File: src/rtl/gray_encoder_counter.sv
// Registered binary-to-Gray encoder with an integrated up/down counter.
// A load sets the count from bin_in; count steps move it by one; gray_out tracks it.
module gray_encoder_counter #(
    parameter int WIDTH = 4
) (
    input  logic             clk,
    input  logic             rst,
    input  logic             load_valid,
    output logic             load_ready,
    input  logic [WIDTH-1:0] bin_in,
    input  logic             cnt_en,
    input  logic             cnt_up,
    output logic [WIDTH-1:0] gray_out,
    output logic [WIDTH-1:0] bin_out,
    output logic             gray_valid,
    output logic             wrap,
    output logic [1:0]       state_out
);
    localparam logic [1:0] S_IDLE   = 2'd0;
    localparam logic [1:0] S_COUNT  = 2'd1;
    localparam logic [1:0] S_SETTLE = 2'd2;

    logic [1:0]       state_q, state_d;
    logic [WIDTH-1:0] bin_q, bin_d;
    logic [WIDTH-1:0] gray_q, gray_d;
    logic             gray_valid_q, gray_valid_d;
    logic             wrap_q, wrap_d;
    logic             fire, step;

    // A load takes priority; a step coinciding with a load is dropped.
    always_comb begin
        fire = load_valid & load_ready;
        step = cnt_en & ~fire & (state_q != S_SETTLE);
    end

    always_ff @(posedge clk) begin
        if (rst) state_q <= S_IDLE;
        else     state_q <= state_d;
    end

    always_comb begin
        state_d = S_IDLE;
        case (state_q)
            S_IDLE, S_COUNT: begin
                if (fire)      state_d = S_SETTLE;
                else if (step) state_d = S_COUNT;
                else           state_d = S_IDLE;
            end
            default: state_d = S_IDLE;
        endcase
    end

    always_comb begin
        load_ready = (state_q != S_SETTLE);
        state_out  = state_q;
    end

    always_comb begin
        bin_d        = bin_q;
        gray_valid_d = gray_valid_q;
        wrap_d       = 1'b0;
        if (fire) begin
            bin_d        = bin_in;
            gray_valid_d = 1'b1;
        end else if (step) begin
            gray_valid_d = 1'b1;
            if (cnt_up) begin
                bin_d  = bin_q + 1'b1;
                wrap_d = &bin_q;
            end else begin
                bin_d  = bin_q - 1'b1;
                wrap_d = ~|bin_q;
            end
        end
        // Encode the next count so gray and binary land on the same edge.
        gray_d = bin_d ^ (bin_d >> 1);
    end

    always_ff @(posedge clk) begin
        if (rst) begin
            bin_q        <= '0;
            gray_q       <= '0;
            gray_valid_q <= 1'b0;
            wrap_q       <= 1'b0;
        end else begin
            bin_q        <= bin_d;
            gray_q       <= gray_d;
            gray_valid_q <= gray_valid_d;
            wrap_q       <= wrap_d;
        end
    end

    always_comb begin
        bin_out    = bin_q;
        gray_out   = gray_q;
        gray_valid = gray_valid_q;
        wrap       = wrap_q;
    end

endmodule
File: config.mk
export PLATFORM = sky130hd
export DESIGN_NAME = gray_encoder_counter
export DESIGN_NICKNAME = d
export VERILOG_FILES = /design/src/rtl/gray_encoder_counter.sv
export SDC_FILE = /design/constraint.sdc
export NUM_CORES = 1
export LEC_CHECK = 0
export CAP_MARGIN = 0
export CORE_MARGIN = 3
export CORE_UTILIZATION = 41
export CTS_BUF_LIST = sky130_fd_sc_hd__clkbuf_16
export DETAILED_ROUTE_END_ITERATION = 12
export GPL_TIMING_DRIVEN = 0
export PLACE_DENSITY = 0.75
export RECOVER_POWER = 100
export SKIP_CTS_REPAIR_TIMING = 1
export SYNTH_ARGS = -nofsm -noshare
export SYNTH_HDL_FRONTEND = slang
export SYNTH_SLANG_ARGS = --single-unit
File: constraint.sdc
create_clock -name clk -period 2.45 [get_ports clk]
set_clock_uncertainty 0.1 [all_clocks]
set_input_delay 0.245 -clock clk [delete_from_list [all_inputs] [get_ports clk]]
set_output_delay 0.245 -clock clk [all_outputs]
set_load 0.02 [all_outputs]
==> results.py, run 1 <==
metrics = {
    "outcome": {
        "status": "finished clean",
    },
    "clock_network": {
        "clkSlewWorstSetupHoldPaths_ns": 0.04,
        "cts-root-buf": "clkbuf_16",
        "cts.sinks": 11,
        "cts_inserted_buffers": 3,
        "worstSkewPairLatency_ns": 0.23,
        "clk_path_buf_depth": 2,
        "cts_tree": "built",
        "h-tree-depth": 1,
    },
    "setup_path": {
        "crit_family": "compound AO/OA/AOI/OAI gates",
        "endpoint_kind": "flop",
        "cp_max_fo": 6,
        "reg2reg_from": "bin_out[1]$_SDFF_PP0_",
        "worst-setup-path-type": "flop to flop",
        "setup.worst_path.start_class": "flop",
        "r2r_setup_slack_ns": 0.14,
        "slowest_stage": "dfxtp_1",
        "rr_worst_depth": 6,
        "crit_chain": "ha_1, and3_4, or3_1, a2111oi_2, a211o_1, mux2_4",
        "path_buf_inv": 0,
        "worstReg2RegEnd": "gray_out[2]$_SDFF_PP0_",
        "arrival_ns": 2.33,
        "worstPathRequired_ns": 2.47,
        "crit_path_max_incr_delay_ns": 0.43,
    },
    "yosys": {
        "syn-num-nets": 76,
        "syn_inst": 64,
        "netlist_area_sq_um": 578,
        "synthArstFlopShare_pct": 0,
        "synth_top_cell_area_share_pct": 38.1,
        "synth-main-ff-cell": "dfxtp_1",
        "syn_area_per_cell_sq_um": 9.03,
        "ys_types": 35,
        "synth_edf_count": 0,
        "synth_top_cell_by_area": "dfxtp_1",
        "yosysSeqAreaShare_pct": 38.1,
        "yosysWarnings": 0,
        "ys_seq_elements": 11,
        "synth.area.top_cells": "dfxtp_1 (38%), nor2_1 (4.5%), ha_1 (4.3%)",
    },
    "run": {
        "cap_violations": 0,
    },
    "global_route": {
        "grtUsageTotal_pct": 15.8,
        "grt-ovfl-total": 0,
        "top_usage_layer": "met2",
        "grt_pass1_vias": 515,
        "antenna_found_initial": 0,
        "grt_max_degree": 11,
        "use_met1_pct": 18.1,
        "gr-usage-met2_pct": 27.6,
        "grtUsageMet3_pct": 7.05,
        "grt_pass1_wl_um": 2220,
    },
    "route": {
        "vias": 558,
        "drc": 0,
        "avgRoutedWirePerCell_um": 13.1,
        "vias_per_cell": 5.42,
        "totalWireLength_um": 1350,
        "drt_iter0_markers": 8,
        "first_pass_iters": 4,
        "antenna_left": 0,
    },
    "finish": {
        "final_common_cell": "dlygate4sd3_1",
        "syn2layout_area_growth_pct": 54.5,
        "layout_common_cells": "dlygate4sd3_1 (14), dfxtp_1 (10), nor2_1 (7)",
        "fin_util_pct": 73.5,
        "fin_nets": 102,
        "drive_gt1_share_pct": 11.2,
        "fillers": 101,
        "n_antenna_cell": 0,
    },
    "timing": {
        "period_minus_slack_ns": 2.31,
        "report.final.slew_viol_count": 0,
        "hold_viol": 0,
        "fin_crit_sh_pct": 94.2,
        "whs_ns": 0.337,
        "tns_ns": 0,
        "rsz0062_at_grt": "false",
        "finalSetupViolCount": 0,
        "worst_slack_ns": 0.143,
        "worst_pin_slew_ns": 0.458,
        "fmax_mhz": 433,
        "max-slew-margin-rel_pct": 69.5,
    },
    "power": {
        "power_mw": 0.649,
        "vdd_drop_max_v": 0.000745,
        "cellPowerDensity_mw_per_mm2": 726,
        "leakage_nw": 0.403,
    },
    "placed_design": {
        "port_buffers": 21,
        "dpl_worst_slack_ns": -0.475,
        "dpl.hpwl_um": 990,
        "place.gp.congestion": 0.749,
    },
    "floorplanning": {
        "rows": 12,
        "die_area_sq_mm": 0.00190,
        "initial_utilization_pct": 47.5,
        "die_y_um": 43.6,
        "die_w_um": 43.6,
        "core_area_sq_mm": 0.00122,
        "ios": 22,
    },
    "hold_path": {
        "min_path_cells": 2,
        "hold_class": "flop to flop",
        "hold_path_end": "gray_valid$_SDFFE_PP0P_",
        "holdCritStartpoint": "gray_valid$_SDFFE_PP0P_",
    },
}
## cell usage after synthesis, types with 2 or more instances
library cell and instances:
xnor2_1 2, o21ai_0 3, a21oi_1 2, nor4_1 2
nor2b_1 4, nor3_1 2, nor2_1 7, ha_1 2
nor3b_1 2, dfxtp_1 11, inv_1 3
## cell families (layout without fill, tap and decap cells)
family	count (synthesis)	in the layout	share of synthesized area, %
flip-flops	11	11	38.1
XOR/XNOR	3	3	4.55
AO/OA/AOI/OAI	13	13	16.0
multiplexers	1	1	2.60
adder cells (fa/ha/maj)	3	3	7.79
buffers and inverters	7	32	5.41
AND/OR/NAND/NOR	26	26	25.5
## worst max path at each step
stage,cells past startpoint,end,start
CTS,8,gray_out[2]$_SDFF_PP0_,cnt_up
floorplan,6,gray_out[2]$_SDFF_PP0_,bin_out[2]$_SDFF_PP0_
detailed placement,8,gray_out[2]$_SDFF_PP0_,cnt_up
global route,7,gray_out[2]$_SDFF_PP0_,state_out[1]$_SDFF_PP0_
global placement,8,gray_out[2]$_SDFF_PP0_,cnt_up
finish,6,gray_out[2]$_SDFF_PP0_,bin_out[1]$_SDFF_PP0_
## metrics by stage
stage | cells | cell area (sq um)
floorplan | 64 | 578
global placement | 99 | 806
detailed placement | 99 | 806
CTS | 103 | 885
global route | 103 | 893
finish | 103 | 893
## flip-flops by register name (all words and copies together), names as in the netlist
| signal | count |
|---|---|
| bin_out | 4 |
| gray_out | 3 |
| state_out | 2 |
| gray_valid | 1 |
| wrap | 1 |
## power breakdown
group	internal, mW	switching [mW]	leakage, nW
Sequential	0.197	0.0116	0.0915
Combinational	0.0758	0.0772	0.269
Clock	0.214	0.0737	0.0423
## layout make-up
class                   instances  area, sq um  share of cell area, %
multi-input cells              46          333                   37.3
flip-flops and latches         11          221                   24.8
repair buffers                 21          213                   23.8
clock buffers                   3         75.1                   8.40
well taps                      14         17.5                   1.96
plain buffers                   3         15.0                   1.68
inverters                       4         15.0                   1.68
clock inverters                 1         3.75                  0.420
## worst reg2reg max path, stage by stage (launching register included)
cell,delay [ns]
dfxtp_1,0.43
ha_1,0.27
and3_4,0.15
or3_1,0.38
a2111oi_2,0.36
a211o_1,0.20
mux2_4,0.30
## layer usage
layer / wire length [um] / vias up
met5: 0 / -
met1: 604 / 259
met4: 0 / 0
met2: 662 / 20
met3: 81 / 0
li1: - / 279
Note: power is estimated with default switching activity, not from simulation.
==> run 2, diff against run 1 <==
Clock period 2.45 ns to 2.2 ns, I/O delays scaled along.
==> results.py, run 2 (synthesized netlist as in run 1, its figures left out) <==
metrics = {
    "finish": {
        "fin_area_sq_um": 953,
        "final_common_cell": "dlygate4sd3_1",
        "drive_gt1_share_pct": 21.7,
        "fillers": 87,
        "fin_nets": 105,
        "layout_common_cells": "dlygate4sd3_1 (13), dfxtp_1 (9), nor2_1 (7), clkdlybuf4s50_1 (7)",
        "final-seq-area_sq_um": 228,
        "largest_register_ffs": 4,
        "syn2layout_area_growth_pct": 64.9,
        "multiInputGateArea_sq_um": 363,
        "n_antenna_cell": 0,
        "instances_no_fill": 106,
    },
    "clock_network": {
        "clkSlewWorstSetupHoldPaths_ns": 0.04,
        "cts_tree": "built",
        "h-tree-depth": 1,
        "cts-root-buf": "clkbuf_16",
        "clk_path_buf_depth": 2,
        "worstSkewPairLatency_ns": 0.24,
        "cts.sinks": 11,
        "cts_inserted_buffers": 3,
    },
    "route": {
        "avgRoutedWirePerCell_um": 13.6,
        "first_pass_iters": 2,
        "vias_per_cell": 5.25,
        "drc": 0,
        "vias": 556,
        "totalWireLength_um": 1440,
        "drt_iter0_markers": 5,
        "antenna_left": 0,
    },
    "floorplanning": {
        "ios": 22,
        "die_y_um": 43.6,
        "die_w_um": 43.6,
        "core_area_sq_mm": 0.00122,
        "die_area_sq_mm": 0.00190,
        "initial_utilization_pct": 47.5,
        "rows": 12,
    },
    "hold_path": {
        "hold_class": "flop to flop",
        "holdCritStartpoint": "gray_valid$_SDFFE_PP0P_",
    },
    "power": {
        "cellPowerDensity_mw_per_mm2": 786,
        "leakage_nw": 0.421,
        "vdd_drop_max_v": 0.000632,
        "power_mw": 0.750,
    },
    "timing": {
        "report.final.slew_viol_count": 0,
        "finalSetupViolCount": 0,
        "fmax_mhz": 463,
        "hold_viol": 0,
        "max-slew-margin-rel_pct": 69.7,
        "period_minus_slack_ns": 2.16,
        "fin_crit_sh_pct": 98.3,
        "worst_pin_slew_ns": 0.449,
        "whs_ns": 0.355,
        "rsz0062_at_grt": "true",
    },
    "global_route": {
        "grtUsageMet3_pct": 5.81,
        "grtUsageTotal_pct": 16.4,
        "grt_pass1_wl_um": 2280,
        "antenna_found_initial": 0,
        "grt-ovfl-total": 0,
        "grt_max_degree": 11,
        "top_usage_layer": "met2",
        "gr-usage-met2_pct": 27.0,
        "grt_pass1_vias": 497,
        "use_met1_pct": 19.7,
    },
    "placed_design": {
        "place.gp.congestion": 0.706,
        "port_buffers": 21,
        "dpl.hpwl_um": 995,
        "placed_area_sq_um": 832,
        "place_inst": 99,
    },
    "setup_path": {
        "crit_path_max_incr_delay_ns": 0.36,
        "slowest_stage": "dfxtp_4",
        "cp_max_fo": 4,
        "endpoint_kind": "flop",
        "startpoint": "bin_out[2]$_SDFF_PP0_",
        "setup.worst_path.start_class": "flop",
        "reg2reg_from": "bin_out[2]$_SDFF_PP0_",
        "worst-setup-path-type": "flop to flop",
        "worstPathRequired_ns": 2.23,
        "crit_chain": "ha_4, a21o_1, or3_4, a31o_1, a211o_1, mux2_4",
        "arrival_ns": 2.19,
    },
    "run": {
        "cap_violations": 0,
    },
    "outcome": {
        "status": "finished clean",
    },
}
-- run 2: cell types whose count changed in the layout (fill, tap and decap cells not counted), sizes merged --
| cell | delta |
|---|---|
| clkbuf | -1 |
| dlygate4sd3 | -1 |
| clkdlybuf4s50 | +1 |
| buf | +4 |
-- run 2: final timing paths --
path	to	slack, ns	cells after the start
setup / recovery	gray_out[2]$_SDFF_PP0_	0.04	6
hold / removal	gray_valid$_SDFFE_PP0P_	0.35	2
setup reg to reg	gray_out[2]$_SDFF_PP0_	0.04	6
hold reg to reg	gray_valid$_SDFFE_PP0P_	0.35	2
-- run 2: metal layers --
layer  part of all wire [%]  wire length [um]
met5                      0                 0
met4                    1.3                19
met3                    5.1                73
met2                     46               658
met1                     48               687
-- run 2: area by class of cell --
class,count,share of cell area [%]
Multi-Input combinational cell,46,38.1
Timing Repair Buffer,24,24.7
Sequential cell,11,23.9
Clock buffer,3,7.87
Tap cell,14,1.84
Buffer,3,1.71
Inverter,4,1.57
Clock inverter,1,0.394
-- run 2: through the flow --
| stage | util, % | setup WS [ns] | TNS (ns) |
|---|---|---|---|
| floorplan | - | 0.0311 | 0 |
| global placement | 68.4 | -0.563 | -1.15 |
| detailed placement | 68.4 | -0.599 | -1.26 |
| CTS | 74.9 | -0.355 | -0.471 |
| global route | 78.4 | -0.0204 | -0.0204 |
| finish | 78.4 | 0.0384 | 0 |
-- run 2: worst max-delay path, delay by kind of cell (launching register included) --
| family | cells | cell delay, ns |
|---|---|---|
| flip-flops | 1 | 0.36 |
| AND/OR/NAND/NOR | 1 | 0.34 |
| multiplexers | 1 | 0.30 |
| AO/OA/AOI/OAI | 3 | 0.72 |
| adder cells (fa/ha/maj) | 1 | 0.23 |
-- run 2: power by group --
part	switching, mW	total [mW]	internal [mW]	leakage (nW)
logic	0.0904	0.186	0.0954	0.286
clock network	0.0924	0.331	0.239	0.0423
registers	0.0134	0.232	0.219	0.0925
total	0.196	0.750	0.553	0.421
==> run 3, diff against run 2 <==
Settings changed: CAP_MARGIN 0 to 15, GPL_TIMING_DRIVEN 0 to default.
==> results.py, run 3 (synthesized netlist as in run 1, its figures left out) <==
metrics = {
    "power": {
        "cellPowerDensity_mw_per_mm2": 765,
        "leakage_nw": 0.434,
        "switching_share_pct": 25.4,
        "combPwrFrac_pct": 26.1,
        "internal_power_mw": 0.558,
        "vdd_drop_max_v": 0.000552,
        "seqPwrFrac_pct": 30.9,
        "clkPwrFrac_pct": 43.0,
        "p_sw_mw": 0.190,
    },
    "placed_design": {
        "port_buffers": 21,
        "dpl_worst_slack_ns": -0.543,
        "dpl.hpwl_um": 1200,
        "place.gp.congestion": 0.707,
    },
    "timing": {
        "hold_viol": 0,
        "finalSetupViolCount": 0,
        "max-slew-margin-rel_pct": 67.9,
        "fin_crit_sh_pct": 97.8,
        "whs_ns": 0.341,
        "worst_pin_slew_ns": 0.481,
        "tns_ns": 0,
        "report.final.slew_viol_count": 0,
        "period_minus_slack_ns": 2.15,
        "rsz0062_at_grt": "false",
        "fmax_mhz": 465,
        "worst_slack_ns": 0.0483,
    },
    "finish": {
        "layout_common_cells": "dlygate4sd3_1 (14), dfxtp_1 (9), buf_4 (8)",
        "drive_gt1_share_pct": 24.2,
        "syn2layout_area_growth_pct": 69.3,
        "largest_register_ffs": 4,
        "n_antenna_cell": 0,
        "fillers": 75,
        "fin_nets": 108,
        "final_common_cell": "dlygate4sd3_1",
    },
    "floorplanning": {
        "die_y_um": 43.6,
        "initial_utilization_pct": 47.5,
        "die_area_sq_mm": 0.00190,
        "rows": 12,
        "die_w_um": 43.6,
        "ios": 22,
        "core_area_sq_mm": 0.00122,
    },
    "setup_path": {
        "worstPathRequired_ns": 2.22,
        "slowest_stage": "or3_4",
        "path_buf_inv": 0,
        "crit_path_max_incr_delay_ns": 0.37,
        "r2r_setup_slack_ns": 0.05,
        "arrival_ns": 2.17,
        "crit_family": "simple AND/OR/NAND/NOR gates",
        "cp_max_fo": 3,
        "worst-setup-path-type": "flop to flop",
        "setup.worst_path.start_class": "flop",
        "endpoint_kind": "flop",
        "crit_chain": "ha_4, and3_4, or3_4, a31o_1, a211o_1, mux2_4",
    },
    "global_route": {
        "grt_pass1_wl_um": 2420,
        "grt_max_degree": 12,
        "antenna_found_initial": 0,
        "grt-ovfl-total": 0,
        "grtUsageTotal_pct": 17.1,
        "grt_pass1_vias": 555,
    },
    "clock_network": {
        "cts.sinks": 11,
        "cts-root-buf": "clkbuf_16",
        "cts_tree": "built",
        "worstSkewPairLatency_ns": 0.24,
        "h-tree-depth": 1,
        "cts_inserted_buffers": 3,
        "clkSlewWorstSetupHoldPaths_ns": 0.04,
        "clk_path_buf_depth": 2,
    },
    "hold_path": {
        "hold_class": "flop to flop",
    },
    "route": {
        "vias": 574,
        "drc": 0,
        "drt_iter0_markers": 9,
        "vias_per_cell": 5.27,
        "first_pass_iters": 4,
        "totalWireLength_um": 1520,
        "antenna_left": 0,
        "avgRoutedWirePerCell_um": 13.9,
    },
    "outcome": {
        "status": "finished clean",
    },
    "run": {
        "cap_violations": 0,
    },
}
run 3: cell types whose count changed in the layout (fill, tap and decap cells not counted):
cell,change
buf_2,-1
buf_4,+4
clkdlybuf4s50_1,-1
dlygate4sd3_1,+1
run 3: per-layer routing:
layer	track usage, %	wire [um]	vias up	share of wire [%]
met5	0	0	-	0
li1	-	-	291	-
met3	7.47	119	2	7.8
met1	18.0	571	257	38
met2	31.4	819	24	54
met4	3.01	6	0	0.40
run 3: layout make-up:
type                    count  area, sq um  share of cell area, %
flip-flops and latches     11          228                   23.3
well taps                  14         17.5                   1.79
clock inverters             1         3.75                  0.384
clock buffers               3         75.1                   7.67
inverters                   4         15.0                   1.53
multi-input cells          46          363                   37.1
repair buffers             30          277                   28.3
run 3: per-stage QoR:
stage	std cells	area [sq um]	total power [mW]	util [%]
after CTS	109	962	0.762	79.1
after floorplan	64	604	0.344	-
after detailed placement	105	883	0.436	72.6
final	109	978	0.748	80.5
after global routing	109	978	0.779	80.5
after global placement	105	883	0.430	72.6
run 3: final timing paths:
check,startpoint,to,cells after the start
worst max-delay path,bin_out[2]$_SDFF_PP0_,gray_out[2]$_SDFF_PP0_,6
worst max register to register,bin_out[2]$_SDFF_PP0_,gray_out[2]$_SDFF_PP0_,6
worst min-delay path,gray_valid$_SDFFE_PP0P_,gray_valid$_SDFFE_PP0P_,2
worst min register to register,gray_valid$_SDFFE_PP0P_,gray_valid$_SDFFE_PP0P_,2
run 3: tightest hold or removal path: cells and delay by family, from the launching register on:
| family | cells | cell delay (ns) |
|---|---|---|
| flip-flops | 1 | 0.30 |
| AO/OA/AOI/OAI | 1 | 0.05 |
| buffers and inverters | 1 | 0.05 |
run 3: power groups by stage:
stage	clock network (mW)	logic, mW	registers, mW
after global routing	0.335	0.211	0.234
after floorplan	0	0.0853	0.258
after CTS	0.327	0.203	0.232
after detailed placement	0	0.201	0.235
after global placement	0	0.197	0.233
final	0.322	0.196	0.231
